### src/rtl/pipe_ctrl_pkg.sv
// Shared definitions for the pipeline stall/flush sequencer and the stage
// registers it controls: FSM state encoding, the NOP instruction loaded on a
// flush, and the bundle of per-stage control strobes.
package pipe_ctrl_pkg;

    // Sequencer states: normal advance, or holding IF/ID/EX for a mul/div.
    typedef enum logic [1:0] {
        ST_RUN    = 2'd0,
        ST_MULDIV = 2'd1
    } state_t;

    // sll $0,$0,0 -- the word stage registers load when flushed.
    localparam logic [31:0] NOP_INSTR = 32'h0000_0000;

    // Per-stage control strobes driven by the sequencer.
    typedef struct packed {
        logic pc_we;
        logic we_if_id;
        logic we_id_ex;
        logic we_ex_mem;
        logic we_mem_wb;
        logic flush_if_id;
        logic flush_id_ex;
        logic bubble_ex_mem;
    } ctrl_t;

    // Every stage advances, nothing is squashed.
    function automatic ctrl_t ctrl_advance();
        ctrl_t c;
        c.pc_we         = 1'b1;
        c.we_if_id      = 1'b1;
        c.we_id_ex      = 1'b1;
        c.we_ex_mem     = 1'b1;
        c.we_mem_wb     = 1'b1;
        c.flush_if_id   = 1'b0;
        c.flush_id_ex   = 1'b0;
        c.bubble_ex_mem = 1'b0;
        return c;
    endfunction

    // Whole pipeline frozen (data memory not ready), nothing is squashed.
    function automatic ctrl_t ctrl_freeze();
        ctrl_t c;
        c.pc_we         = 1'b0;
        c.we_if_id      = 1'b0;
        c.we_id_ex      = 1'b0;
        c.we_ex_mem     = 1'b0;
        c.we_mem_wb     = 1'b0;
        c.flush_if_id   = 1'b0;
        c.flush_id_ex   = 1'b0;
        c.bubble_ex_mem = 1'b0;
        return c;
    endfunction

endpackage

### src/rtl/pipeline_stall_controller_sat_counter.sv
// Saturating up-counter with a synchronous clear that wins over increment.
module sat_counter #(
    parameter int W = 16
) (
    input  logic         clk,
    input  logic         rst,
    input  logic         inc,
    input  logic         clr,
    output logic [W-1:0] q
);

    // Count up on inc, stick at all-ones, clear takes priority.
    always_ff @(posedge clk or posedge rst) begin
        if (rst) begin
            q <= {W{1'b0}};
        end else if (clr) begin
            q <= {W{1'b0}};
        end else if (inc && (q != {W{1'b1}})) begin
            q <= q + W'(1);
        end
    end

endmodule

### src/rtl/pipeline_stall_controller.sv
// Central stall/flush sequencer for the 5-stage pipeline. Merges data-memory
// wait, mul/div occupancy, taken-branch flush and load-use stall into the
// per-stage write enables, and keeps a saturating count of frozen-PC cycles.
module pipeline_stall_controller
    import pipe_ctrl_pkg::*;
#(
    parameter int MULDIV_TIMEOUT = 64,
    parameter int CNT_W          = 16
) (
    input  logic             clk,
    input  logic             rst,
    input  logic             load_use_stall,
    input  logic             branch_taken_EX,
    input  logic             muldiv_start_EX,
    input  logic             muldiv_done,
    input  logic             dmem_req,
    input  logic             dmem_ready,
    input  logic             stat_clr,
    output logic             pc_WE,
    output logic             WE_if_id,
    output logic             WE_id_ex,
    output logic             WE_ex_mem,
    output logic             WE_mem_wb,
    output logic             flush_if_id,
    output logic             flush_id_ex,
    output logic             bubble_ex_mem,
    output logic             muldiv_busy,
    output logic             timeout_err,
    output logic [CNT_W-1:0] stall_count
);

    localparam int             WAIT_W    = (MULDIV_TIMEOUT > 2) ? $clog2(MULDIV_TIMEOUT) : 1;
    localparam logic [WAIT_W-1:0] WAIT_LAST = WAIT_W'(MULDIV_TIMEOUT - 1);

    state_t            r_state;
    logic [WAIT_W-1:0] r_wait_cnt;
    logic              r_timeout_err;

    logic  w_mem_wait;
    logic  w_in_muldiv;
    logic  w_at_limit;
    logic  w_md_exit;
    logic  w_md_abort;
    ctrl_t w_ctrl;

    assign w_mem_wait  = dmem_req & ~dmem_ready;
    assign w_in_muldiv = (r_state == ST_MULDIV);
    assign w_at_limit  = (r_wait_cnt == WAIT_LAST);
    // Exit cycle of a mul/div: the result is ready or we give up on it.
    assign w_md_exit   = w_in_muldiv & ~w_mem_wait & (muldiv_done | w_at_limit);
    assign w_md_abort  = w_md_exit & ~muldiv_done;

    // Output decode: memory wait freezes everything; otherwise the state picks
    // the hold pattern, and branch/load-use only act while EX really advances.
    always_comb begin
        w_ctrl = ctrl_advance();
        if (w_mem_wait) begin
            w_ctrl = ctrl_freeze();
        end else begin
            case (r_state)
                ST_RUN: begin
                    if (branch_taken_EX) begin
                        // Wrong-path fetch is squashed; a pending load-use stall is moot.
                        w_ctrl.flush_if_id = 1'b1;
                        w_ctrl.flush_id_ex = 1'b1;
                    end else if (load_use_stall) begin
                        w_ctrl.pc_we       = 1'b0;
                        w_ctrl.we_if_id    = 1'b0;
                        w_ctrl.flush_id_ex = 1'b1;
                    end else begin
                        w_ctrl = ctrl_advance();
                    end
                end
                ST_MULDIV: begin
                    if (w_md_exit) begin
                        if (branch_taken_EX) begin
                            w_ctrl.flush_if_id = 1'b1;
                            w_ctrl.flush_id_ex = 1'b1;
                        end else begin
                            w_ctrl = ctrl_advance();
                        end
                    end else begin
                        // Hold the mul/div in EX and let MEM/WB drain behind bubbles.
                        w_ctrl.pc_we         = 1'b0;
                        w_ctrl.we_if_id      = 1'b0;
                        w_ctrl.we_id_ex      = 1'b0;
                        w_ctrl.bubble_ex_mem = 1'b1;
                    end
                end
                default: begin
                    w_ctrl = ctrl_advance();
                end
            endcase
        end
    end

    // Sequencer FSM with its wait counter and the sticky timeout flag.
    always_ff @(posedge clk or posedge rst) begin
        if (rst) begin
            r_state       <= ST_RUN;
            r_wait_cnt    <= {WAIT_W{1'b0}};
            r_timeout_err <= 1'b0;
        end else if (!w_mem_wait) begin
            case (r_state)
                ST_RUN: begin
                    // A branch in EX wins over a (malformed) concurrent mul/div start.
                    if (muldiv_start_EX && !branch_taken_EX) begin
                        r_state    <= ST_MULDIV;
                        r_wait_cnt <= {WAIT_W{1'b0}};
                    end
                end
                ST_MULDIV: begin
                    if (w_md_exit) begin
                        r_state <= ST_RUN;
                        if (w_md_abort) begin
                            r_timeout_err <= 1'b1;
                        end
                    end else begin
                        r_wait_cnt <= r_wait_cnt + WAIT_W'(1);
                    end
                end
                default: begin
                    r_state    <= ST_RUN;
                    r_wait_cnt <= {WAIT_W{1'b0}};
                end
            endcase
        end
    end

    sat_counter #(
        .W (CNT_W)
    ) u_stall_cnt (
        .clk (clk),
        .rst (rst),
        .inc (~w_ctrl.pc_we),
        .clr (stat_clr),
        .q   (stall_count)
    );

    assign pc_WE         = w_ctrl.pc_we;
    assign WE_if_id      = w_ctrl.we_if_id;
    assign WE_id_ex      = w_ctrl.we_id_ex;
    assign WE_ex_mem     = w_ctrl.we_ex_mem;
    assign WE_mem_wb     = w_ctrl.we_mem_wb;
    assign flush_if_id   = w_ctrl.flush_if_id;
    assign flush_id_ex   = w_ctrl.flush_id_ex;
    assign bubble_ex_mem = w_ctrl.bubble_ex_mem;
    assign muldiv_busy   = w_in_muldiv;
    assign timeout_err   = r_timeout_err;

endmodule

### config.mk
export PLATFORM = sky130hd
export DESIGN_NAME = pipeline_stall_controller
export DESIGN_NICKNAME = d
export VERILOG_FILES = /design/src/rtl/pipe_ctrl_pkg.sv /design/src/rtl/pipeline_stall_controller_sat_counter.sv /design/src/rtl/pipeline_stall_controller.sv
export SDC_FILE = /design/constraint.sdc
export NUM_CORES = 1
export LEC_CHECK = 0
export CORE_ASPECT_RATIO = 1.25
export CORE_MARGIN = 2
export CORE_UTILIZATION = 40
export DETAILED_ROUTE_END_ITERATION = 16
export PLACE_DENSITY = 0.67
export SLEW_MARGIN = 15
export SYNTH_ARGS = -nofsm -noshare
export SYNTH_HDL_FRONTEND = slang
export SYNTH_SLANG_ARGS = --single-unit
### constraint.sdc
create_clock -name clk -period 2.25 [get_ports clk]
set_input_delay 0.675 -clock clk [delete_from_list [all_inputs] [get_ports clk]]
set_output_delay 0.675 -clock clk [all_outputs]
set_load 0.01 [all_outputs]
==> metrics, run 1 <==
hold buffer count at cts=0; fraction of the core area covered by cells at the end of the flow=61.4%; total number of vias=1344; Worst R2R Start=r_wait_cnt[1]; leftover overflow at the end of global routing=0; top-area cell type share of the netlist area=43.9%; clock tree root buffer cell=sky130_fd_sc_hd__clkbuf_8; number of search-and-repair iterations in the first detailed-routing pass=4; number of inserted diodes=0; result of the run=completed; Clock Pin Slew Worst Setup and Hold Paths=0.08 ns; placeable core region=3250 sq um; maximum fanout encountered on the critical timing path=6; HP Class=reg2reg; launching element of the worst setup path=dmem_req; startpoint of the worst hold path=timeout_err; proportion of synthesized chip area in sequential cells=43.9%; pin count of the biggest net entering global routing=25; post-detailed-route DRC marker count=0; final clock period utilization by the worst path=99.1%; number of sinks driven by the clock tree=24; Placement Setup Slack=-0.650 ns; RSZ-0062 raised after global routing=yes; via count of the first global-routing pass=1371; number of nets with antenna violations after detailed routing=0; Post-Synthesis Cell Area=1370 sq um; routed via count divided by cell count=5.53; met1 wire length=1330 um; synthesis-to-layout area growth=46.0%; met2 routed wirelength=1930 um; number of cells traversed by the worst hold path=1; hold slack final=0.496 ns; FMAX=0.449 GHz; highest routed layer=met4; Routability Congestion=0.783; Gate Count Post-Synth=145; final count of hold timing violations=0; Slew Limit Fails=0; initial cell density of the core=42.1%; Max-slew headroom=72.6%; final-report setup violation count=0; number of enable-type register cells in the synthesized netlist=0; horizontal extent of the die=56.3 um; largest area contributor in the synthesized netlist=sky130_fd_sc_hd__dfrtp_1; I/O pin total=35; ys flop type=sky130_fd_sc_hd__dfrtp_1; layout cell share with drive strength beyond 1=29.1%; Num CTS Buffers=3; count of maximum capacitance violations=0; area of placed instances=1880 sq um; IO buf count=34; met3 WL post-DR=126 um; type of destination of the critical path=primary output; final wirelength=3460 um; flops & latches, synth=24; height of the chip=69.4 um; static leakage=0.854 nW; number of cells traversed by the worst register-to-register path=9; overall global routing resource usage=18.8%; ranking of synthesized cells by area=sky130_fd_sc_hd__dfrtp_1, sky130_fd_sc_hd__or4_1, sky130_fd_sc_hd__a21oi_1; power density normalized to cell area=520 nW/um^2; number of H-tree levels=1; arrival time at the worst endpoint=1.55 ns; Die ar.=3910 sq um; number of nets in the layout=218; worst skew pair latency=0.26 ns; count of distinct cell types in the synthesized netlist=39; worst vdd ir=397 uV; Synth async-reset ratio=100%; Crit Path Class=in2out; final critical-path required period=2.23 ns; final setup slack of the worst path=0.0212 ns; Yosys warning total=0; slew at the pin with the worst max-slew slack=0.411 ns; maximum clock skew at final layout=0.00472 ns; antenna violations before repair=0; TritonCTS clock tree=built; starting DRC count in detailed routing=21; std cell rows=23; summed area of non-filler cells in the final layout=2000 sq um; average size of a mapped cell=9.43 sq um; sort of element at the start of the critical path=input port; post-detailed-placement half-perimeter wirelength=2650 um; first-pass GRT wire length=6000 um; Data required, critical path=1.57 ns; maximum clock path buffer count=2; net count of the mapped netlist=156; per-cell routed wire length=14.2 um
power by group:
| part | total, W | switching, W | internal, W | leakage [nW] |
|---|---|---|---|---|
| clock network | 0.000294 | 0.000138 | 0.000156 | 0.0288 |
| registers | 0.000479 | 0.0000239 | 0.000455 | 0.330 |
| logic | 0.000265 | 0.000119 | 0.000146 | 0.495 |
cells in the mapped netlist, drive strengths merged, types with 2 or more instances:
library cell / instances
nor2b: 3
or3: 6
nand3: 6
o21a: 2
inv: 6
nor3: 3
or4: 8
nand4: 6
ha: 2
nand2: 8
o21ai: 15
buf: 3
xor2: 4
nor2: 13
o31ai: 5
clkbuf: 2
a21oi: 13
dfrtp: 24
nand2b: 4
state kept, by name, indices dropped and copies added (netlist names):
name           flops
r_state            1
timeout_err        1
u_stall_cnt.q     16
r_wait_cnt         6
logic make-up after synthesis:
logic type               count (synthesis)  synth area share (%)
adder cells (fa/ha/maj)                  2                  1.83
multiplexers                             2                  1.56
flip-flops                              24                  43.9
AND/OR/NAND/NOR                         63                  26.3
AO/OA/AOI/OAI                           39                  19.8
XOR/XNOR                                 4                  2.56
buffers and inverters                   11                  4.12
timing repair:
item,CTS,global route
resized for setup,45,4
setup endpoints to repair,14,7
pin swaps,5,2
buffers inserted,6,1
cells in the final DEF, fill, tap and decap left out, types with 3 or more instances in the layout:
master and n:
sky130_fd_sc_hd__a21oi_1 10, sky130_fd_sc_hd__buf_2 6, sky130_fd_sc_hd__buf_4 26, sky130_fd_sc_hd__buf_6 4, sky130_fd_sc_hd__clkbuf_8 4, sky130_fd_sc_hd__clkdlybuf4s50_1 21, sky130_fd_sc_hd__dfrtp_1 24, sky130_fd_sc_hd__dlygate4sd2_1 4
sky130_fd_sc_hd__inv_1 5, sky130_fd_sc_hd__nand2_1 8, sky130_fd_sc_hd__nand2b_1 3, sky130_fd_sc_hd__nand3_1 6, sky130_fd_sc_hd__nand4_1 5, sky130_fd_sc_hd__nor2_1 12, sky130_fd_sc_hd__nor2b_1 3, sky130_fd_sc_hd__o21ai_0 7
sky130_fd_sc_hd__o21ai_1 5, sky130_fd_sc_hd__o31ai_1 5, sky130_fd_sc_hd__or3_1 4, sky130_fd_sc_hd__or4_1 8, sky130_fd_sc_hd__xor2_1 4
per-layer routing:
layer  global-route usage (%)  up-vias
met5                        0        -
li1                         -      657
met3                     3.73        7
met1                     20.2      649
met4                     8.20        0
met2                     34.6       31
final cells by class:
type	count	area, sq um
fillers	301	1250
multi-input cells	110	747
flip-flops and latches	24	601
repair buffers	62	526
clock buffers	4	55.1
well taps	37	46.3
inverters	6	22.5
critical path: stages:
cell and delay [ns]:
sky130_fd_sc_hd__dlygate4sd2_1 0.22, sky130_fd_sc_hd__and2b_2 0.23, sky130_fd_sc_hd__buf_4 0.14, sky130_fd_sc_hd__nor3_2 0.14
sky130_fd_sc_hd__buf_2 0.15
through the flow:
stage          power (W)  setup TNS [ns]  std cells
4_1_cts          0.00105               0        242
6_report         0.00104               0        243
3_5_place_dp    0.000736           -9.14        232
5_1_grt          0.00110          -0.120        243
3_3_place_gp    0.000727           -7.53        232
2_1_floorplan   0.000602               0        145
final timing paths:
| kind | endpoint | slack [ns] |
|---|---|---|
| max | flush_if_id | 0.02 |
| min | timeout_err | 0.50 |
| max reg2reg | u_stall_cnt.q[12] | 0.25 |
| min reg2reg | timeout_err | 0.50 |
| max in group asynchronous | u_stall_cnt.q[10] | 1.25 |
| min in group asynchronous | u_stall_cnt.q[0] | 0.75 |
(Power assumes the default switching activity.)
==> run 2, diff against run 1 <==
==> constraint.sdc (replaced) <==
create_clock -name clk -period 2.6 [get_ports clk]
set_input_delay 0.78 -clock clk [delete_from_list [all_inputs] [get_ports clk]]
set_output_delay 0.78 -clock clk [all_outputs]
set_load 0.01 [all_outputs]
==> run 2 against run 1 <==
Against the previous run: cell count fell by 4.9%; first-iteration DRC count fell by 48%; clock skew fell by 0.0014 ns; critical endpoint is now WE_mem_wb.
==> metrics, run 2 (same netlist as run 1, synthesis figures left out) <==
number of H-tree levels=1; count of maximum capacitance violations=0; first-pass GRT wire length=5900 um; highest-count cells in the layout ignoring fill and taps=sky130_fd_sc_hd__dfrtp_1, sky130_fd_sc_hd__clkdlybuf4s50_1, sky130_fd_sc_hd__buf_4, sky130_fd_sc_hd__nor2_1, sky130_fd_sc_hd__a21oi_1; final critical-path required period=2.50 ns; horizontal extent of the die=56.3 um; relative contribution of combinational cells to total power=21.2%; result of the run=completed; overall global routing resource usage=18.7%; routed via count divided by cell count=5.67; flip-flop count of the largest register, all copies and words added=16; height of the chip=69.4 um; antenna violations before repair=0; filler instances=302; Placement Setup Slack=-0.525 ns; Die ar.=3910 sq um; final clock period utilization by the worst path=96.2%; number of cells traversed by the worst register-to-register path=7; post-detailed-placement half-perimeter wirelength=2560 um; number of search-and-repair iterations in the first detailed-routing pass=4; slew at the pin with the worst max-slew slack=0.495 ns; post-detailed-route DRC marker count=0; Switching Power=0.000231 W; clock tree root buffer cell=sky130_fd_sc_hd__clkbuf_8; synthesis-to-layout area growth=38.3%; Switching Fraction=27.1%; number of cells traversed by the worst hold path=1; I/O pin total=35; Max-slew headroom=67.0%; Clock Pin Slew Worst Setup and Hold Paths=0.08 ns; pin count of the biggest net entering global routing=25; hold buffer count at cts=0; Cell Int Power=0.000623 W; Slew Limit Fails=0; worst skew pair latency=0.26 ns; layout cell share with drive strength beyond 1=23.2%; RSZ-0062 raised after global routing=no; leftover overflow at the end of global routing=0; Power, Total=0.000854 W; startpoint of the worst hold path=timeout_err; final-report setup violation count=0; final setup slack of the worst path=0.0988 ns; number of nets with antenna violations after detailed routing=0; Crit Path Class=in2out; registers with the highest flip-flop counts=u_stall_cnt.q x16, r_wait_cnt x6; initial cell density of the core=42.1%; worst vdd ir=350 uV; per-cell routed wire length=14.6 um; Num CTS Buffers=3; fraction of the core area covered by cells at the end of the flow=58.2%; type of destination of the critical path=primary output; maximum clock skew at final layout=0.00334 ns; commonest non-fill, non-tap cell in the layout=sky130_fd_sc_hd__dfrtp_1; launching element of the worst setup path=dmem_ready; starting DRC count in detailed routing=11; power density normalized to cell area=451 nW/um^2; number of nets in the layout=206; Data required, critical path=1.82 ns; Routability Congestion=0.802; Worst R2R Start=r_wait_cnt[0]; Clk network pwr share=29.7%; hold slack final=0.479 ns; FMAX=0.400 GHz; number of inserted diodes=0; maximum clock path buffer count=2; Reg with most FFs=u_stall_cnt.q; final count of hold timing violations=0; final wirelength=3380 um; number of sinks driven by the clock tree=24; std cell rows=23; placeable core region=3250 sq um; sort of element at the start of the critical path=input port; via count of the first global-routing pass=1309; static leakage=0.795 nW; total number of vias=1309; HP Class=reg2reg; arrival time at the worst endpoint=1.72 ns; TritonCTS clock tree=built; maximum fanout encountered on the critical timing path=5; IO buf count=34; share of total power in sequential cells=49.1%
[run 2: worst max-delay path, stage by stage]
cell                              delay, ns
sky130_fd_sc_hd__dlygate4sd2_1         0.22
sky130_fd_sc_hd__and2b_2               0.28
sky130_fd_sc_hd__inv_2                 0.06
sky130_fd_sc_hd__buf_4                 0.15
sky130_fd_sc_hd__clkdlybuf4s15_1       0.23
[run 2: through the flow]
stage	instances	instance area (sq um)	setup TNS, ns
3_3_place_gp	226	1830	-3.47
6_report	231	1890	0
4_1_cts	231	1890	0
5_1_grt	231	1890	0
3_5_place_dp	226	1830	-3.87
2_1_floorplan	145	1370	0
[run 2: per-layer routing]
layer / routed length [um] / vias up / track usage (%)
li1: - / 629 / -
met1: 1370 / 632 / 21.3
met2: 1800 / 38 / 33.9
met3: 127 / 10 / 2.61
met4: 84 / 0 / 8.73
met5: 0 / - / 0
[run 2: power groups by stage]
stage | combinational, W | sequential (W) | clock, W
finish | 0.000181 | 0.000419 | 0.000254
global route | 0.000198 | 0.000422 | 0.000279
CTS | 0.000184 | 0.000418 | 0.000263
detailed placement | 0.000187 | 0.000425 | 0
global placement | 0.000182 | 0.000423 | 0
floorplan | 0.0000964 | 0.000423 | 0
[run 2: path summary, 6_finish.rpt]
path / endpoint / slack (ns)
hold reg to reg: timeout_err / 0.48
min in group asynchronous: u_stall_cnt.q[0] / 0.85
hold / removal: timeout_err / 0.48
setup reg to reg: u_stall_cnt.q[4] / 0.51
max in group asynchronous: u_stall_cnt.q[11] / 1.50
setup / recovery: WE_mem_wb / 0.1
[run 2: timing repair]
action | 4_1_cts | 5_1_grt
pin swaps | 4 | 0
setup endpoints to repair | 8 | 1
setup buffers | 1 | 0
gates resized for setup | 35 | 1
[run 2: layout make-up]
class                      instances  area (sq um)  area share, %
clock buffer                       4          55.1           2.91
inverter                           6          22.5           1.19
multi-input combinational        110           732           38.7
sequential                        24           601           31.7
tap                               37          46.3           2.45
timing repair buffer              50           435           23.0
==> run 3, diff against run 2 <==
--- a/config.mk
+++ b/config.mk
@@ -5,9 +5,11 @@
 export SDC_FILE = /design/constraint.sdc
 export NUM_CORES = 1
 export LEC_CHECK = 0
+export ABC_CLOCK_PERIOD_IN_PS = 2600
 export CORE_ASPECT_RATIO = 1.25
 export CORE_MARGIN = 2
 export CORE_UTILIZATION = 40
+export CTS_BUF_LIST = sky130_fd_sc_hd__clkbuf_8
 export DETAILED_ROUTE_END_ITERATION = 16
 export PLACE_DENSITY = 0.67
 export SLEW_MARGIN = 15
==> results of run 3 <==
No change in the layout: final DEF, timing and power equal those of run 2.
